## config.mk

```make
export PLATFORM = sky130hd
export DESIGN_NAME = mm_reg_initiator
export DESIGN_NICKNAME = d
export VERILOG_FILES = /design/src/rtl/mm_reg_initiator_pkg.sv /design/src/rtl/mm_lane_align.sv /design/src/rtl/mm_reg_initiator.sv
export SDC_FILE = /design/constraint.sdc
export NUM_CORES = 1
export LEC_CHECK = 0
export ABC_AREA = 0
export BUFFER_PORTS_ARGS = -buffer_cell sky130_fd_sc_hd__buf_2
export CAP_MARGIN = 5
export CORE_MARGIN = 3
export CORE_UTILIZATION = 48
export DETAILED_ROUTE_END_ITERATION = 12
export PLACE_DENSITY_LB_ADDON = 0.3
export SETUP_SLACK_MARGIN = 0.05
export SYNTH_ARGS = -nofsm -noshare
export SYNTH_HDL_FRONTEND = slang
export SYNTH_SLANG_ARGS = --single-unit
```

## constraint.sdc

```tcl
create_clock -name clk -period 1.9 [get_ports clk]
set_input_delay 0.38 -clock clk [delete_from_list [all_inputs] [get_ports clk]]
set_output_delay 0.38 -clock clk [all_outputs]
set_load 0.005 [all_outputs]
```

## src/rtl/mm_reg_initiator_pkg.sv

```systemverilog
// Shared types for the memory-mapped register initiator.
// Size encodings, FSM states and counter sizing helper.
package mm_reg_initiator_pkg;

  typedef enum logic [1:0] {
    SIZE_BYTE = 2'd0,
    SIZE_HALF = 2'd1,
    SIZE_WORD = 2'd2,
    SIZE_ILL  = 2'd3
  } size_e;

  typedef enum logic [1:0] {
    S_IDLE  = 2'd0,
    S_ERR   = 2'd1,
    S_ISSUE = 2'd2,
    S_WAIT  = 2'd3
  } state_e;

  localparam int LANES = 4;

  function automatic int cnt_width(input int n);
    return (n < 1) ? 1 : $clog2(n + 1);
  endfunction

  function automatic logic bad_req(
    input logic [1:0] size,
    input logic [1:0] off
  );
    logic bad;
    bad = 1'b0;
    unique case (size_e'(size))
      SIZE_BYTE: bad = 1'b0;
      SIZE_HALF: bad = off[0];
      SIZE_WORD: bad = |off;
      default:   bad = 1'b1;
    endcase
    return bad;
  endfunction

endpackage

```

## src/rtl/mm_lane_align.sv

```systemverilog
// Byte-lane steering: SEL, replicated write data, read extract.
// Ports: off/size/uns in, wdata/bus_rdata in, sel/wdat/rdata out.
module mm_lane_align
  import mm_reg_initiator_pkg::*;
(
  input  logic [1:0]  off,
  input  logic [1:0]  size,
  input  logic        uns,
  input  logic [31:0] wdata,
  input  logic [31:0] bus_rdata,
  output logic [3:0]  sel,
  output logic [31:0] wdat,
  output logic [31:0] rdata
);

  logic [7:0]  b;
  logic [15:0] h;

  always_comb begin
    b = bus_rdata[7:0];
    unique case (off)
      2'd0: b = bus_rdata[7:0];
      2'd1: b = bus_rdata[15:8];
      2'd2: b = bus_rdata[23:16];
      2'd3: b = bus_rdata[31:24];
      default: b = bus_rdata[7:0];
    endcase
    h = off[1] ? bus_rdata[31:16] : bus_rdata[15:0];
  end

  always_comb begin
    sel   = '0;
    wdat  = '0;
    rdata = '0;
    unique case (size_e'(size))
      SIZE_BYTE: begin
        sel   = 4'b0001 << off;
        wdat  = {4{wdata[7:0]}};
        rdata = {{24{~uns & b[7]}}, b};
      end
      SIZE_HALF: begin
        sel   = 4'b0011 << off;
        wdat  = {2{wdata[15:0]}};
        rdata = {{16{~uns & h[15]}}, h};
      end
      SIZE_WORD: begin
        sel   = 4'hF;
        wdat  = wdata;
        rdata = bus_rdata;
      end
      default: begin
        sel   = '0;
        wdat  = '0;
        rdata = '0;
      end
    endcase
  end

endmodule

```

## src/rtl/mm_reg_initiator.sv

```systemverilog
// Wishbone initiator for the peripheral register space.
// Ports: core req/resp handshake, split WB read and write channels.
module mm_reg_initiator
  import mm_reg_initiator_pkg::*;
#(
  parameter int ADDR_BITS      = 16,
  parameter int XLEN           = 32,
  parameter int TIMEOUT_CYCLES = 255
) (
  input  logic                 clk,
  input  logic                 sync_reset,
  input  logic                 req_valid,
  output logic                 req_ready,
  input  logic                 req_we,
  input  logic [XLEN-1:0]      req_addr,
  input  logic [1:0]           req_size,
  input  logic                 req_unsigned,
  input  logic [XLEN-1:0]      req_wdata,
  output logic                 resp_valid,
  output logic                 resp_error,
  output logic [XLEN-1:0]      resp_rdata,
  output logic                 WB_RD_STB_O,
  output logic [ADDR_BITS-1:0] WB_RD_ADR_O,
  input  logic [XLEN-1:0]      WB_RD_DAT_I,
  input  logic                 WB_RD_ACK_I,
  output logic                 WB_WR_STB_O,
  output logic                 WB_WR_WE_O,
  output logic [3:0]           WB_WR_SEL_O,
  output logic [ADDR_BITS-1:0] WB_WR_ADR_O,
  output logic [XLEN-1:0]      WB_WR_DAT_O,
  input  logic                 WB_WR_ACK_I
);

  localparam int CW = cnt_width(TIMEOUT_CYCLES);
  localparam logic [CW-1:0] TMAX = CW'(TIMEOUT_CYCLES - 1);

  state_e state, state_n;

  logic [ADDR_BITS-1:0] adr_q;
  logic [1:0]           off_q;
  logic [1:0]           size_q;
  logic                 uns_q;
  logic                 we_q;
  logic [XLEN-1:0]      wdata_q;
  logic [CW-1:0]        cnt_q;
  logic                 resp_v_q;
  logic                 resp_e_q;
  logic [XLEN-1:0]      rdata_q;

  logic            accept;
  logic            bad;
  logic            ack;
  logic            done;
  logic            tmo;
  logic            wr_issue;
  logic [3:0]      sel;
  logic [XLEN-1:0] wdat;
  logic [XLEN-1:0] rd_ext;
  logic            unused_addr;

  assign unused_addr = ^req_addr[XLEN-1:ADDR_BITS+2];

  assign accept = req_valid & req_ready;
  assign bad    = bad_req(req_size, req_addr[1:0]);

  // Only the channel matching the latched direction can finish.
  assign ack  = we_q ? WB_WR_ACK_I : WB_RD_ACK_I;
  assign done = ack & ((state == S_ISSUE) | (state == S_WAIT));
  assign tmo  = (state == S_WAIT) & ~ack & (cnt_q == TMAX);

  mm_lane_align u_align (
    .off       (off_q),
    .size      (size_q),
    .uns       (uns_q),
    .wdata     (wdata_q),
    .bus_rdata (WB_RD_DAT_I),
    .sel       (sel),
    .wdat      (wdat),
    .rdata     (rd_ext)
  );

  always_ff @(posedge clk) begin
    if (sync_reset) state <= S_IDLE;
    else            state <= state_n;
  end

  always_comb begin
    state_n     = state;
    req_ready   = 1'b0;
    WB_RD_STB_O = 1'b0;
    WB_WR_STB_O = 1'b0;
    WB_WR_WE_O  = 1'b0;
    wr_issue    = 1'b0;
    resp_valid  = resp_v_q;
    resp_error  = resp_e_q;
    unique case (state)
      S_IDLE: begin
        req_ready = ~sync_reset;
        if (accept) state_n = bad ? S_ERR : S_ISSUE;
      end
      S_ERR: begin
        resp_valid = 1'b1;
        resp_error = 1'b1;
        state_n    = S_IDLE;
      end
      S_ISSUE: begin
        WB_RD_STB_O = ~we_q;
        WB_WR_STB_O = we_q;
        WB_WR_WE_O  = we_q;
        wr_issue    = we_q;
        state_n     = ack ? S_IDLE : S_WAIT;
      end
      S_WAIT: begin
        if (ack | tmo) state_n = S_IDLE;
      end
      default: state_n = S_IDLE;
    endcase
  end

  assign WB_RD_ADR_O = adr_q;
  assign WB_WR_ADR_O = adr_q;
  assign WB_WR_SEL_O = wr_issue ? sel : 4'h0;
  assign WB_WR_DAT_O = wr_issue ? wdat : '0;
  assign resp_rdata  = rdata_q;

  always_ff @(posedge clk) begin
    if (sync_reset) begin
      adr_q    <= '0;
      off_q    <= '0;
      size_q   <= '0;
      uns_q    <= 1'b0;
      we_q     <= 1'b0;
      wdata_q  <= '0;
      cnt_q    <= '0;
      resp_v_q <= 1'b0;
      resp_e_q <= 1'b0;
      rdata_q  <= '0;
    end else begin
      if (accept & ~bad) begin
        adr_q   <= req_addr[ADDR_BITS+1:2];
        off_q   <= req_addr[1:0];
        size_q  <= req_size;
        uns_q   <= req_unsigned;
        we_q    <= req_we;
        wdata_q <= req_wdata;
      end
      if ((state == S_WAIT) && (state_n == S_WAIT))
        cnt_q <= cnt_q + 1'b1;
      else
        cnt_q <= '0;
      resp_v_q <= done | tmo;
      resp_e_q <= tmo;
      rdata_q  <= (done & ~we_q) ? rd_ext : '0;
    end
  end

endmodule

```

==> out/qor.json <==
{
  "dieArea": {"value": 11650, "unit": "um2"},
  "postSynthAreaPerCell": {"value": 9.757, "unit": "um2"},
  "maxClockFrequency": {"value": 513.4, "unit": "MHz"},
  "num_vias": {"value": 4479},
  "cellLeakagePower": {"value": 2.978, "unit": "nW"},
  "hp-class": {"value": "in -> reg"},
  "synth_flop_cell": {"value": "sky130_fd_sc_hd__dfxtp_1"},
  "clk_transition_reported_paths": {"value": 90, "unit": "ps"},
  "synthTopCellsByArea": {"value": "sky130_fd_sc_hd__dfxtp_1 (39%), sky130_fd_sc_hd__mux2_2 (14%), sky130_fd_sc_hd__nor2b_1 (7.4%), sky130_fd_sc_hd__mux2i_1 (3.6%), sky130_fd_sc_hd__o2bb2ai_1 (2.8%)"},
  "slew_headroom": {"value": 69.12, "unit": "%"},
  "gp_congestion": {"value": 0.8826},
  "violations": {"value": "negative setup slack"},
  "clock_group_share_of_total_power": {"value": 29.0, "unit": "%"},
  "synth_enable_flop_cells": {"value": 0},
  "register_area": {"value": 1977, "unit": "um2"},
  "max_stage_delay": {"value": 450, "unit": "ps"},
  "ctsLongestPathBuffers": {"value": 2},
  "post_synth_inst_count": {"value": 511},
  "power.share.switching": {"value": 26.63, "unit": "%"},
  "floorplan.die.width": {"value": 107.9, "unit": "um"},
  "power.sequential.fraction": {"value": 53.1, "unit": "%"},
  "cts-htree-levels": {"value": 3},
  "fin_util": {"value": 65.17, "unit": "%"},
  "irDropWorstVdd": {"value": 534.5, "unit": "uV"},
  "worstSetupPathType": {"value": "reg -> out"},
  "routedWlPerCell": {"value": 16.17, "unit": "um"},
  "crit_fanout": {"value": 9},
  "multi_input_area": {"value": 2701, "unit": "um2"},
  "number_of_synthesized_register_bits": {"value": 98},
  "slew_viol_final": {"value": 0},
  "yosys.area.top_type_share": {"value": 39.35, "unit": "%"},
  "layout.filler_cells": {"value": 834},
  "grt_max_degree": {"value": 38},
  "finalClockSkew": {"value": 11.63, "unit": "ps"},
  "fin_total_pwr": {"value": 4.150, "unit": "mW"},
  "number_of_cells_after_detailed_placement": {"value": 811},
  "cts-buffers-inserted": {"value": 9},
  "layout-drive-gt1-share": {"value": 46.69, "unit": "%"},
  "cts_hold_repair.buffers": {"value": 0},
  "worst_slew_pin_slew": {"value": 462.3, "unit": "ps"},
  "preCtsSetupSlack": {"value": 148.2, "unit": "ps"},
  "synthesis.area": {"value": 4986, "unit": "um2"},
  "initial_antenna_violation_count": {"value": 0},
  "highest_layer": {"value": "met4"},
  "clock_tree_from_tritoncts": {"value": "done"},
  "drtIter0Drc": {"value": 172},
  "crit_path_start_kind": {"value": "flip-flop"},
  "layout.cells.most_common_list": {"value": "sky130_fd_sc_hd__buf_2 (196), sky130_fd_sc_hd__dfxtp_1 (94), sky130_fd_sc_hd__mux2_2 (61)"},
  "drc": {"value": 0},
  "drv_cap": {"value": 0},
  "grt_pass1_wl": {"value": 21.54, "unit": "mm"},
  "p_int": {"value": 3.045, "unit": "mW"},
  "first_global_vias": {"value": 4483},
  "cts_num_sinks": {"value": 98},
  "outcome": {"value": "finished with violations"},
  "post_dp_hpwl": {"value": 9.990, "unit": "mm"},
  "routed_wl": {"value": 13.62, "unit": "mm"},
  "holdWs": {"value": 214.7, "unit": "ps"},
  "site_row_count": {"value": 36},
  "wl_met2": {"value": 6.684, "unit": "mm"},
  "post_layout_nonfiller_instances": {"value": 842},
  "timing.final.crit_period": {"value": 1948, "unit": "ps"},
  "final_area": {"value": 6487, "unit": "um2"},
  "fin_setup_tns": {"value": -149.1, "unit": "ps"},
  "worst_setup_path_end_kind": {"value": "primary output"},
  "cp_cell_sequence": {"value": "xor2_1 -> buf_6 -> a22oi_2 -> nor2_1 -> buf_2"},
  "timing.critical_path.arrival": {"value": 1570, "unit": "ps"},
  "met3WireLength": {"value": 989, "unit": "um"},
  "synth.distinct_cells": {"value": 47},
  "synth_seq_area_share": {"value": 39.35, "unit": "%"},
  "pwr-share-comb": {"value": 17.9, "unit": "%"},
  "met1Wirelength": {"value": 5.599, "unit": "mm"},
  "power.density": {"value": 639.7, "unit": "nW/um2"},
  "critPathSlowestCell": {"value": "sky130_fd_sc_hd__dfxtp_4"},
  "rsz0062_at_grt": {"value": "true"},
  "critPathRequiredTime": {"value": 1520, "unit": "ps"},
  "fp.dieH": {"value": 107.9, "unit": "um"},
  "io_buffer_count": {"value": 196},
  "clock-root-buffer": {"value": "sky130_fd_sc_hd__clkbuf_8"},
  "worst_slack": {"value": -47.86, "unit": "ps"},
  "finalSetupViolCount": {"value": 8},
  "detail-route-antenna-nets": {"value": 0},
  "nets": {"value": 811},
  "global_route.overflow_total": {"value": 0},
  "floorplan.initialDensity": {"value": 50.09, "unit": "%"},
  "coreArea": {"value": 9955, "unit": "um2"},
  "post-route-period-util": {"value": 102.5, "unit": "%"},
  "ys_async_sr_fraction": {"value": 0, "unit": "%"},
  "route.detailed.vias_per_inst": {"value": 5.319},
  "grt.total_usage": {"value": 23.39, "unit": "%"},
  "boundaryPins": {"value": 211},
  "flow.area_growth_from_synthesis": {"value": 30.11, "unit": "%"},
  "synth_nets": {"value": 618},
  "final-hold-violation-count": {"value": 0},
  "post_place_instance_area": {"value": 6048, "unit": "um2"},
  "firstDrtPassIters": {"value": 4},
  "synthDominantAreaCellType": {"value": "sky130_fd_sc_hd__dfxtp_1"},
  "layout.cells.most_common": {"value": "sky130_fd_sc_hd__buf_2"},
  "p_switching": {"value": 1.105, "unit": "mW"},
  "antennaDiodeCount": {"value": 0},
  "synth.yosys.warnings": {"value": 0},
  "clock_latency": {"value": 380, "unit": "ps"}
}
cells by family after synthesis:
kind of cell             share of synthesized area [%]
buffers and inverters                            7.880
XOR/XNOR                                        0.7028
AO/OA/AOI/OAI                                    14.61
AND/OR/NAND/NOR                                  19.05
multiplexers                                     17.92
flip-flops                                       39.35
adder cells (fa/ha/maj)                         0.5018
synth_stat cells, types with 5 or more instances:
library cell / count
sky130_fd_sc_hd__buf_4: 17
sky130_fd_sc_hd__nand3_1: 5
sky130_fd_sc_hd__nand2b_1: 15
sky130_fd_sc_hd__o2bb2ai_1: 16
sky130_fd_sc_hd__buf_6: 7
sky130_fd_sc_hd__o22a_1: 7
sky130_fd_sc_hd__and2_1: 8
sky130_fd_sc_hd__nor2b_1: 59
sky130_fd_sc_hd__inv_1: 16
sky130_fd_sc_hd__nor2_1: 23
sky130_fd_sc_hd__nor3b_1: 8
sky130_fd_sc_hd__dfxtp_1: 98
sky130_fd_sc_hd__a32oi_1: 7
sky130_fd_sc_hd__a32o_1: 8
sky130_fd_sc_hd__nand2_1: 11
sky130_fd_sc_hd__a21oi_1: 22
sky130_fd_sc_hd__buf_2: 11
sky130_fd_sc_hd__nand3b_1: 12
sky130_fd_sc_hd__clkbuf_1: 19
sky130_fd_sc_hd__a22oi_1: 15
sky130_fd_sc_hd__mux2i_1: 18
sky130_fd_sc_hd__mux2_2: 61
sky130_fd_sc_hd__nor3_1: 7
sky130_fd_sc_hd__a31oi_1: 7
power by group through the flow:
| stage | Clock (mW) | Sequential [mW] | Combinational, mW |
|---|---|---|---|
| 2_1_floorplan | 0 | 2.23 | 0.415 |
| 3_3_place_gp | 0 | 2.24 | 0.645 |
| 3_5_place_dp | 0 | 2.25 | 0.661 |
| 4_1_cts | 1.23 | 2.20 | 0.730 |
| 5_1_grt | 1.31 | 2.22 | 0.806 |
| 6_report | 1.20 | 2.21 | 0.743 |
critical path: cells and delay by family, from the launching register on:
family,cells,cell delay [ps]
AO/OA/AOI/OAI,1,80
XOR/XNOR,1,200
buffers and inverters,2,310
flip-flops,1,450
AND/OR/NAND/NOR,1,130
per-layer routing:
layer | global-route usage, % | vias to the layer above
met5 | 0 | -
met4 | 9.017 | 0
met3 | 6.599 | 29
met2 | 39.52 | 174
met1 | 28.19 | 2096
li1 | - | 2180
repair_timing:
| item | in CTS | in global routing |
|---|---|---|
| gates resized for setup | 22 | 6 |
| setup buffers | 11 | 0 |
| gates cloned | 3 | 1 |
| endpoints found under the setup margin | 38 | 40 |
| pin swaps | 16 | 3 |
sequential cells by signal, indices dropped and copies added (netlist names):
register / flops
cnt_q: 8
resp_e_q: 1
uns_q: 1
state: 2
resp_v_q: 1
off_q: 2
resp_rdata: 32
wdata_q: 32
WB_RD_ADR_O: 16
we_q: 1
size_q: 2
path summary, 6_finish.rpt:
| kind | start | depth (start not counted) | slack, ps | end |
|---|---|---|---|---|
| hold / removal | req_wdata[4] | 2 | 210 | wdata_q[4]$_SDFFE_PP0P_ |
| setup / recovery | size_q[0]$_SDFFE_PP0P_ | 5 | -50 | WB_WR_DAT_O[10] |
| setup reg to reg | off_q[1]$_SDFFE_PP0P_ | 5 | 160 | resp_rdata[7]$_SDFF_PP0_ |
| hold reg to reg | cnt_q[5]$_SDFF_PP0_ | 2 | 520 | cnt_q[5]$_SDFF_PP0_ |
final cells by class:
cell class | count | share of cell area [%]
multi-input combinational | 344 | 41.64
sequential | 98 | 30.47
timing repair buffer | 235 | 21.87
tap | 133 | 2.565
clock buffer | 13 | 2.295
inverter | 16 | 0.9257
clock inverter | 3 | 0.2314
(Power assumes the default switching activity.)
